===== src/rtl/lift_pkg.sv =====
// Shared constants and types for the lift request panel.
package lift_pkg;
    localparam int   N_FLOORS_DEFAULT = 12;
    localparam int   DEBOUNCE_DEFAULT = 4;
    localparam logic DIR_UP           = 1'b1;
    localparam logic DIR_DN           = 1'b0;

    typedef logic [N_FLOORS_DEFAULT-1:0] floor_vec_t;
endpackage


===== src/rtl/lift_btn_debounce.sv =====
// One button: 2-flop synchronizer, saturating debounce counter, single-cycle press pulse.
// Pulse fires in the cycle the counter steps onto DEBOUNCE_CYCLES, so the consumer latches on that edge.
module lift_btn_debounce
    import lift_pkg::*;
#(
    parameter int DEBOUNCE_CYCLES = DEBOUNCE_DEFAULT
) (
    input  logic clk_i,
    input  logic rst_i,
    input  logic btn_i,
    output logic press_o
);

    localparam logic [7:0] CNT_MAX = 8'(DEBOUNCE_CYCLES);

    logic [1:0] sync_q, sync_d;
    logic [7:0] cnt_q, cnt_d;

    always_comb begin
        sync_d  = {sync_q[0], btn_i};
        cnt_d   = cnt_q;
        if (!sync_q[1]) begin
            cnt_d = '0;
        end else if (cnt_q != CNT_MAX) begin
            cnt_d = cnt_q + 8'd1;
        end
        // Only the step from MAX-1 to MAX pulses; the counter then sits at MAX until release.
        press_o = sync_q[1] && (cnt_q == CNT_MAX - 8'd1);
    end

    always_ff @(posedge clk_i) begin
        if (rst_i) begin
            sync_q <= '0;
            cnt_q  <= '0;
        end else begin
            sync_q <= sync_d;
            cnt_q  <= cnt_d;
        end
    end

endmodule


===== src/rtl/lift_request_panel.sv =====
// Hall/car call panel: debounces buttons, latches requests, clears them when the car serves a floor.
// Multi-hot floor_sense blocks all clears and raises a sticky error until reset.
module lift_request_panel
    import lift_pkg::*;
#(
    parameter int N_FLOORS        = N_FLOORS_DEFAULT,
    parameter int DEBOUNCE_CYCLES = DEBOUNCE_DEFAULT
) (
    input  logic                clk,
    input  logic                reset,
    input  logic [N_FLOORS-1:0] up_btn,
    input  logic [N_FLOORS-1:0] dn_btn,
    input  logic [N_FLOORS-1:0] car_btn,
    input  logic [N_FLOORS-1:0] floor_sense,
    input  logic                direction,
    input  logic                motion,
    input  logic                door_open,
    output logic [N_FLOORS-1:0] up_rqst,
    output logic [N_FLOORS-1:0] dn_rqst,
    output logic [N_FLOORS-1:0] flr_rqst,
    output logic                any_rqst,
    output logic                sense_err
);

    localparam logic [N_FLOORS-1:0] ONE_V   = {{(N_FLOORS-1){1'b0}}, 1'b1};
    // No up call exists at the top floor, nor a down call at the bottom.
    localparam logic [N_FLOORS-1:0] UP_MASK = ~(ONE_V << (N_FLOORS-1));
    localparam logic [N_FLOORS-1:0] DN_MASK = ~ONE_V;

    logic [N_FLOORS-1:0] up_evt, dn_evt, flr_evt;
    logic [N_FLOORS-1:0] up_q, up_d, dn_q, dn_d, flr_q, flr_d;
    logic                any_q, any_d, err_q, err_d;
    logic [N_FLOORS-1:0] served, up_clr, dn_clr, others;
    logic                fs_multi, fs_onehot, no_other;

    for (genvar i = 0; i < N_FLOORS; i++) begin : g_floor
        lift_btn_debounce #(.DEBOUNCE_CYCLES(DEBOUNCE_CYCLES)) u_up (
            .clk_i(clk), .rst_i(reset), .btn_i(up_btn[i]),  .press_o(up_evt[i])
        );
        lift_btn_debounce #(.DEBOUNCE_CYCLES(DEBOUNCE_CYCLES)) u_dn (
            .clk_i(clk), .rst_i(reset), .btn_i(dn_btn[i]),  .press_o(dn_evt[i])
        );
        lift_btn_debounce #(.DEBOUNCE_CYCLES(DEBOUNCE_CYCLES)) u_car (
            .clk_i(clk), .rst_i(reset), .btn_i(car_btn[i]), .press_o(flr_evt[i])
        );
    end

    always_comb begin
        fs_multi  = |(floor_sense & (floor_sense - ONE_V));
        fs_onehot = (|floor_sense) & ~fs_multi;
        served    = (door_open && !motion && fs_onehot) ? floor_sense : '0;
        // With nothing pending elsewhere, the car may leave either way, so both hall calls go.
        others    = (up_q | dn_q | flr_q) & ~served;
        no_other  = ~|others;
        up_clr    = (direction == DIR_UP || no_other) ? served : '0;
        dn_clr    = (direction == DIR_DN || no_other) ? served : '0;

        up_d  = (up_q  | (up_evt & UP_MASK)) & ~up_clr & UP_MASK;
        dn_d  = (dn_q  | (dn_evt & DN_MASK)) & ~dn_clr & DN_MASK;
        flr_d = (flr_q | flr_evt) & ~served;
        any_d = |{up_q, dn_q, flr_q};
        err_d = err_q | fs_multi;
    end

    always_ff @(posedge clk) begin
        if (reset) begin
            up_q  <= '0;
            dn_q  <= '0;
            flr_q <= '0;
            any_q <= 1'b0;
            err_q <= 1'b0;
        end else begin
            up_q  <= up_d;
            dn_q  <= dn_d;
            flr_q <= flr_d;
            any_q <= any_d;
            err_q <= err_d;
        end
    end

    assign up_rqst   = up_q;
    assign dn_rqst   = dn_q;
    assign flr_rqst  = flr_q;
    assign any_rqst  = any_q;
    assign sense_err = err_q;

endmodule


===== config.mk =====
export PLATFORM = sky130hd
export DESIGN_NAME = lift_request_panel
export DESIGN_NICKNAME = d
export VERILOG_FILES = /design/src/rtl/lift_pkg.sv /design/src/rtl/lift_btn_debounce.sv /design/src/rtl/lift_request_panel.sv
export SDC_FILE = /design/constraint.sdc
export NUM_CORES = 1
export LEC_CHECK = 0
export CAP_MARGIN = 20
export CELL_PAD_IN_SITES_DETAIL_PLACEMENT = 0
export CELL_PAD_IN_SITES_GLOBAL_PLACEMENT = 1
export CORE_ASPECT_RATIO = 1.25
export CORE_MARGIN = 5
export CORE_UTILIZATION = 45
export DETAILED_ROUTE_END_ITERATION = 10
export PLACE_DENSITY = 0.75
export SYNTH_ARGS = -nofsm -noshare
export SYNTH_HDL_FRONTEND = slang
export SYNTH_SLANG_ARGS = --single-unit
export TNS_END_PERCENT = 5

===== constraint.sdc =====
create_clock -name clk -period 5.3 [get_ports clk]
set_input_delay 0.53 -clock clk [delete_from_list [all_inputs] [get_ports clk]]
set_output_delay 0.53 -clock clk [all_outputs]
set_load 0.01 [all_outputs]

# [Word level (Yosys, flattened, before mapping)]
# Index checks and enable logic that the tools add are counted.
[word_totals] wordCells=309 input_bits=53 regBits=377 output_inout_bits=38
[op_classes] n_mux=3 reduce_logical=78 bitwise=51 eq_ne=68 add_sub_neg=35
[op_table] op="$add A8 B1 Y8 const B" count=34
[op_table] op="$eq A8 B2 Y1 const B" count=34
[op_table] op="$ne A8 B3 Y1 const B" count=34
[op_table] op="$reduce_or A2 Y1" count=34
[op_table] op="$and A12 B12 Y12" count=4
[op_table] op="$logic_and A1 B1 Y1" count=36
[op_table] op="$not A1 Y1" count=36
[op_table] op="$or A12 B12 Y12" count=3
[op_table] op="$reduce_or A12 Y1" count=3
[op_table] op="$reduce_or A36 Y1" count=1
[op_table] op="$mux W12" count=2
[op_table] op="$not A12 Y12" count=2
[op_table] op="$or A11 B12 Y12" count=1
[op_table] op="$sub A12 B1 Y12 const B" count=1
[op_table] op="$and A11 B11 Y11" count=1
[op_table] op="$mux W11" count=1
[op_table] op="$not A11 Y11" count=1
[op_table] op="$or A11 B11 Y11" count=1
[op_table] op="$logic_not A1 Y1" count=2
[op_table] op="$logic_or A1 B1 Y1" count=2
[op_table] op="$and A1 B1 Y1" count=1
[op_table] op="$or A1 B1 Y1" count=1

# [Logic depth before layout (Yosys ltp)]
# Gate-level depths: netlist of the first run.
[logic_depth] depth_word=15 depth_mapped=7 depth_no_buf=5

# [Hierarchy]
# From an unflattened synthesis of the first run, not the netlist that was laid out.
[unflattened] hier_cells=2078 hier_area_um2=18280.0
[by_module_without_submodules] mod="lift_btn_debounce" n_inst=34 cells_each=56 area_each_um2=490.5 seq_area_each_um2=200.2
[by_module_without_submodules] mod="lift_request_panel" n_inst=1 cells_each=174 area_each_um2=1604.0 seq_area_each_um2=720.7

# [Worst setup path after synthesis of the first run]
# Ideal clock, no wire load.
[synth_path] path_kind="in2reg" startpoint="in floor_sense[0]" endpoint="reg up_q[10], in the netlist up_rqst[10]" setup_ns=0.153 required_ns=5.147 n_path_buf=3 path_stages=7 arrival_ns=2.134 slack_ns=3.014 path_cell_list="or4_1 buf_2 o31ai_1 nor4bb_1 buf_4 buf_8 a41oi_1"
[synth_via] elab_chain_len=15 elab_cells_between_ends=16 classes_between="add/sub (1); mux (2); bitwise (7); reduce/logical (6)"
[synth_lines] item="from (decl)" line_no="lift_request_panel.sv:14" text="input logic [N_FLOORS-1:0] floor_sense,"
[synth_lines] item="$sub A12 B1 Y12" line_no="lift_request_panel.sv:49" text="fs_multi = |(floor_sense & (floor_sense - ONE_V));"
[synth_lines] item="$and A12 B12 Y12" line_no="lift_request_panel.sv:49"
[synth_lines] item="$reduce_or A12 Y1" line_no="lift_request_panel.sv:49"
[synth_lines] item="$not A1 Y1" line_no="lift_request_panel.sv:50" text="fs_onehot = (|floor_sense) & ~fs_multi;"
[synth_lines] item="$and A1 B1 Y1" line_no="lift_request_panel.sv:50"
[synth_lines] item="$logic_and A1 B1 Y1" line_no="lift_request_panel.sv:51" text="served = (door_open && !motion && fs_onehot) ? floor_sense : '0;"
[synth_lines] item="$mux W12 *" line_no="lift_request_panel.sv:51"
[synth_lines] item="$not A12 Y12" line_no="lift_request_panel.sv:53" text="others = (up_q | dn_q | flr_q) & ~served;"
[synth_lines] item="$and A12 B12 Y12" line_no="lift_request_panel.sv:53"
[synth_lines] item="$reduce_or A12 Y1" line_no="lift_request_panel.sv:54" text="no_other = ~|others;"
[synth_lines] item="$logic_not A1 Y1" line_no="lift_request_panel.sv:54"
[synth_lines] item="$logic_or A1 B1 Y1" line_no="lift_request_panel.sv:55" text="up_clr = (direction == DIR_UP || no_other) ? served : '0;"
[synth_lines] item="$mux W11 *" line_no="lift_request_panel.sv:55"
[synth_lines] item="$not A11 Y11 *" line_no="lift_request_panel.sv:58" text="up_d = (up_q | (up_evt & UP_MASK)) & ~up_clr & UP_MASK;"
[synth_lines] item="$and A11 B11 Y11 *" line_no="lift_request_panel.sv:58"
[synth_lines] item="to (signal assigned)" line_no="lift_request_panel.sv:73" text="up_q <= up_d;"
[synth_lines] item="to (decl)" line_no="lift_request_panel.sv:31" text="logic [N_FLOORS-1:0] up_q, up_d, dn_q, dn_d, flr_q, flr_d;"
# Every way passes the cells marked *; elsewhere a longest branch is shown, timed or not.
# A chain may end at the register's enable or synchronous reset.

# [Worst setup path after layout of the first run]
[layout_path] startpoint="in floor_sense[1]" endpoint="reg up_q[7], in the netlist up_rqst[7]"
# The elaborated chain is that of the path after synthesis.

==> results.txt, run 1 <==
DR WL/cell: 13.8 µm
Crit-path slowest cell: nor4bb_4
xor/xnor share of the synthesized area: 0.129
Setup TNS: 0 ps
post-route minimum period: 3110 ps
worst-margin pin slew: 956 ps
Max-slew headroom: 0.359
total clock sinks: 376
clk_lat worst skew: 540 ps
Synth Area in Adders: 0.0527
critical path class: input port to flip-flop
post-route ant nets: 0
Buffers on Ports: 86
hold_buf cts: 0
Comb power frac: 0.025
first-pass GRT wire length: 55,200 µm
end-of-flow core utilization: 0.529
Power Internal: 4.55 mW
Reg2Reg Launch Point: flr_rqst[5]
Final #Nets: 1,970
number of max-slew violations in the final report: 0
CTS Buf Count: 39
CP arrival: 3460 ps
Critical Path RT: 5650 ps
most common cell after layout, fill and taps aside: dfxtp_1
Std-Cell Rows: 77
WP buf/inv: 2
Max Cap Viol: 0
Die Area: 39,800 µm²
number of synthesized flops with an enable pin: 0
Synth Flop Type: dfxtp_1
Die Y-Extent: 222 µm
Die X: 179 µm
Synth Area in Compound Gates: 0.0529
delay-heaviest family, CP: simple AND/OR/NAND/NOR gates
simple logic cell fraction of the synthesized area: 0.251
Reg area: 7530 µm²
critical path's largest stage delay: 850 ps
HP Start: g_floor[1].u_dn.sync_q[0]
# IOs: 91
CP endpoint kind: flip-flop
reg2reg path depth: 5
Hold Crit Endpoint: g_floor[1].u_dn.sync_q[1]
grt ovf: 0
largest net degree at the start of global routing: 139
fraction of synthesized area in multiplexers: 0.0211
routed vias: 11,782
final hold slack: 434 ps
hold path cells: 1
reg2reg end: up_rqst[7]
CTS resizes: 0
initial core utilization: 0.455
most frequent cells in the layout: 376 x dfxtp_1, 293 x nor2_1, 204 x nand3_1, 170 x xor2_1, 85 x clkdlybuf4s50_1
register area share after synthesis: 0.467
CP startpoint kind: input port
worst-path fanout max: 19
Mapped Avg Cell Area: 9.24 µm²
Syn Std Cell Area: 16,100 µm²
outcome: finished clean
share of cells above drive strength 1: 0.0389
worst path cell trace: clkdlybuf4s50_1, or4_4, o31ai_1, nor4bb_4, buf_4, a41oi_1
power share of the clock group: 0.475
gr usage total: 0.165
YS warnings: 0
DP HPWL: 23,200 µm
VDD IR max: 0.181 mV
multi-input logic area: 8190 µm²
Vias per Instance: 5.01
flops & latches, synth: 376
TritonRoute pass-1 iters: 5
ys async rst share: 0
Pleak: 7.21 nW
area delta synth->final: 16.3%
Max Freq: 0.321 GHz
CTS tree: yes
GP Congestion: 0.804
Detailed Route WL: 32,500 µm
power per cell area: 307 nW/µm²
clock buffer depth: 3
final setup violation count: 0
RSZ-0062 raised after global routing: false
worst clock skew: 19.6 ps
Clk pin slew, worst setup/hold paths: 60 ps
min-delay worst type: flip-flop to flip-flop
Fill cells: 3,365
final hold vios: 0
core area: 35,500 µm²
switching share of power: 0.210
root buf cell: clkbuf_16
combinational family with the most area after synthesis: simple AND/OR/NAND/NOR gates
DRC viols: 0
flop2flop setup slack: 2670 ps
initial drt markers: 519
crit share post-route: 0.587
H-tree levels: 2
Post-CTS Repair Setup Buffers: 0
vias in the first global route: 11,507
sequential power share: 0.500
post-synthesis cell count: 1,745
Psw: 1.21 mW
initial antenna violation count: 1
Synth cell types: 39
## cell usage after synthesis, types with 2 or more instances
cell         n  area share
nand4_1      2     0.00078
dfxtp_1    376        0.47
buf_8        3      0.0028
a311oi_1    11      0.0060
ha_1        68       0.053
nand2_1     34      0.0079
xnor2_1     68       0.037
buf_4        3      0.0014
a41oi_1     20       0.011
nor3_1      10      0.0031
a41oi_2      2      0.0020
o21bai_1    23       0.011
o22ai_1      4      0.0016
a211oi_1     3      0.0014
a31oi_1      2     0.00078
nand3_1    204       0.063
nor2_1     293       0.068
nor2b_1     68       0.026
nand2b_1    68       0.026
a2111oi_0    3      0.0016
clkbuf_1    15      0.0035
buf_6        3      0.0021
xor2_1     170       0.092
inv_1       70       0.016
mux2i_1     34       0.021
a21oi_1     46       0.014
o21ai_1      2     0.00062
nor4_1      24      0.0093
o41ai_1      3      0.0016
and3_1      68       0.026
or4_1       37       0.017
## routing by layer
metal,global-route usage,vias to the layer above,share of wire
met5,0,-,0
met4,0.0546,0,0.030
met3,0.0397,61,0.051
met2,0.269,130,0.46
met1,0.214,5449,0.46
li1,-,6142,-
## stage by stage
stage	instance area (µm²)	std cells	setup slack (ps)	power [mW]
floorplan	16100	1746	3010	3.02
global placement	17500	2282	1730	3.09
detailed placement	17500	2282	1640	3.09
CTS	18800	2353	2190	5.87
global route	18800	2354	2010	6.00
finish	18800	2354	2190	5.76
## worst max-delay path by stage
stage | from | end | slack, ps | cells past startpoint
floorplan | floor_sense[0] | up_rqst[10] | 3010 | 7
detailed placement | floor_sense[1] | up_rqst[7] | 1640 | 6
global placement | floor_sense[1] | up_rqst[7] | 1730 | 6
finish | floor_sense[1] | up_rqst[7] | 2190 | 6
CTS | floor_sense[1] | up_rqst[7] | 2190 | 6
global route | floor_sense[3] | up_rqst[7] | 2010 | 6
## logic make-up (layout without fill, tap and decap cells)
group           Yosys count  count (layout)
simple gates            811             811
flops                   376             376
xor+xnor                238             238
compound gates          121             121
buf+inv                  96             229
fa+ha+maj                68              68
mux                      34              34
other cells               1               3
## final cells by class
cell class	instances	area share
Multi-Input combinational cell	1274	0.437
Clock buffer	53	0.0591
Sequential cell	376	0.401
Inverter	70	0.0140
Antenna cell	1	0.000133
Clock inverter	18	0.00967
Timing Repair Buffer	88	0.0472
Tap cell	474	0.0316
## power groups by stage
| stage | Combinational, mW | Sequential [mW] | Clock (mW) |
|---|---|---|---|
| floorplan | 0.0831 | 2.94 | 0 |
| global placement | 0.143 | 2.94 | 0 |
| detailed placement | 0.145 | 2.94 | 0 |
| CTS | 0.146 | 2.88 | 2.84 |
| global route | 0.160 | 2.88 | 2.96 |
| finish | 0.143 | 2.88 | 2.74 |
## state kept, by name, indices dropped and copies added, names as in the netlist
name	cells
g_floor.u_dn.cnt_q	88
g_floor.u_car.sync_q	24
up_rqst	11
g_floor.u_car.cnt_q	96
flr_rqst	12
g_floor.u_up.sync_q	22
g_floor.u_up.cnt_q	88
sense_err	1
any_rqst	1
dn_rqst	11
g_floor.u_dn.sync_q	22
Power figures use the tool's default switching activity.
==> run 2, diff against run 1 <==
CORE_UTILIZATION = 42   (was 45)
PLACE_DENSITY = 0.73   (was 0.75)
clock period = 2.5 ns   (was 5.3 ns; I/O delays follow)
==> run 2 against run 1 <==
Worst hold slack worse by 350 ps. Sequential power up 110%. Power up 110%. Critical path type is now flip-flop to flip-flop. Critical endpoint is now up_rqst[1]. Largest cell class unchanged.
==> results.txt, run 2 (synthesized netlist as in run 1, its figures left out) <==
multi-input logic area: 8190 µm² (unchanged)
Buffers on Ports: 86 (unchanged)
Critical Path RT: 2890 ps (-2760 ps)
hold_buf cts: 0 (unchanged)
CTS tree: yes
ant diodes: 0 (-1)
Max Cap Viol: 0 (unchanged)
initial drt markers: 400 (-23%)
Die Area: 42,500 µm² (+6.8%)
Std-Cell Rows: 80 (+3.9%)
TritonRoute pass-1 iters: 5 (unchanged)
initial core utilization: 0.424 (-0.0309)
largest register by flop count: g_floor.u_car.cnt_q
H-tree levels: 2 (unchanged)
outcome: finished clean
WP buf/inv: 0 (-2)
area delta synth->final: 18.0%
Final #Nets: 1,996 (+1.3%)
pre-CTS setup slack: -160 ps (-1800 ps)
Die Y-Extent: 229 µm (+3.4%)
root buf cell: clkbuf_16
DP HPWL: 24,100 µm (+4.2%)
final setup violation count: 0 (unchanged)
VDD IR max: 0.487 mV (+170%)
DRC viols: 0 (unchanged)
max reg flops: 96 (unchanged)
worst-margin pin slew: 657 ps (-299 ps)
Die X: 185 µm (+3.3%)
power per cell area: 650 nW/µm² (+110%)
total clock sinks: 376 (unchanged)
Max-slew headroom: 0.558 (+0.200)
CP endpoint kind: flip-flop
CP startpoint kind: flip-flop
share of cells above drive strength 1: 0.0504 (+0.0116)
gr usage total: 0.156 (-0.00892)
final hold vios: 0 (unchanged)
most common cell after layout, fill and taps aside: dfxtp_1
first-pass GRT wire length: 56,000 µm (+1.4%)
largest registers: g_floor.u_car.cnt_q x96, g_floor.u_up.cnt_q x88, g_floor.u_dn.cnt_q x88
GP Congestion: 0.790 (-1.8%)
most frequent cells in the layout: 376 x dfxtp_1, 293 x nor2_1, 204 x nand3_1, 170 x xor2_1, 85 x clkdlybuf4s50_1
clk_lat worst skew: 530 ps (about the same)
RSZ-0062 raised after global routing: false
Pleak: 7.36 nW (+2.1%)
Max Freq: 0.450 GHz
Post-CTS Repair Setup Buffers: 0 (unchanged)
min-delay worst type: input port to flip-flop
Crit-path slowest cell: or4_1
worst-path fanout max: 4 (-15)
crit share post-route: 0.890
initial antenna violation count: 1 (unchanged)
core area: 38,000 µm² (+7.3%)
post-route minimum period: 2220 ps
vias in the first global route: 11,576 (+0.60%)
worst path cell trace: nor3_1, o22ai_1, or4_1, o41ai_1, a41oi_2
critical path's largest stage delay: 610 ps (-240 ps)
routed vias: 11,919 (+1.2%)
final worst-path setup slack: 276 ps (-1910 ps)
Vias per Instance: 4.97 (-0.61%)
# IOs: 91 (unchanged)
Reg area: 7530 µm² (unchanged)
delay-heaviest family, CP: simple AND/OR/NAND/NOR gates
worst clock skew: 9.99 ps (-9.58 ps)
clock buffer depth: 3 (unchanged)
CP arrival: 2620 ps (-840 ps)
Setup TNS: 0 ps (unchanged)
flop2flop setup slack: 280 ps (-2390 ps)
DR WL/cell: 13.9 µm (+0.28%)
number of max-slew violations in the final report: 0 (unchanged)
CTS resizes: 0 (unchanged)
Detailed Route WL: 33,200 µm (+2.1%)
CTS Buf Count: 40 (+2.6%)
post-route ant nets: 0 (unchanged)
critical path class: flip-flop to flip-flop
largest net degree at the start of global routing: 50 (-64%)
Clk pin slew, worst setup/hold paths: 60 ps (about the same)
Fill cells: 3,597 (+6.9%)
grt ovf: 0 (unchanged)
==> run 2: cell types whose count changed in the layout (fill, tap and decap cells not counted) <==
cell,before,now
buf_4,2,25
clkbuf_16,39,41
diode_2,1,0
inv_6,3,0
clkbuf_8,8,10
clkinv_4,0,1
buf_12,1,3
clkinvlp_4,2,0
clkinv_2,10,8
clkbuf_1,6,8
==> run 2: routing by layer <==
metal	up-vias	GRT usage	part of all wire
met4	2	0.0468	0.026
met2	149	0.257	0.46
met5	-	0	0.00039
li1	6191	-	-
met1	5520	0.203	0.46
met3	57	0.0368	0.049
==> run 2: power breakdown <==
| part | total, mW | internal, mW | switching, mW |
|---|---|---|---|
| Clock | 5.93 | 3.61 | 2.32 |
| Combinational | 0.330 | 0.176 | 0.154 |
| Sequential | 6.11 | 6.06 | 0.0463 |
| Total | 12.4 | 9.85 | 2.52 |
==> run 2: cell type report <==
cell class	instances	area share
Clock buffer	59	0.0627
Inverter	70	0.0138
Timing Repair Buffer	113	0.0577
Tap cell	492	0.0323
Sequential cell	376	0.396
Multi-Input combinational cell	1274	0.431
Clock inverter	12	0.00730
==> run 2: worst paths after layout <==
check	cells past startpoint	from	endpoint
max	5	flr_rqst[4]	up_rqst[1]
min	2	reset	g_floor[9].u_dn.sync_q[0]
max reg2reg	5	flr_rqst[4]	up_rqst[1]
min reg2reg	1	g_floor[2].u_up.sync_q[0]	g_floor[2].u_up.sync_q[1]
==> run 2: through the flow <==
step / area, µm² / hold slack [ps] / power (mW) / util / cells
detailed placement: 17700 / 422 / 6.57 / 0.465 / 2325
finish: 19000 / 82.8 / 12.4 / 0.500 / 2396
floorplan: 16100 / 347 / 6.40 / - / 1746
global route: 19000 / 68.1 / 12.9 / 0.500 / 2396
global placement: 17700 / 421 / 6.57 / 0.465 / 2325
CTS: 19000 / 57.6 / 12.6 / 0.500 / 2396
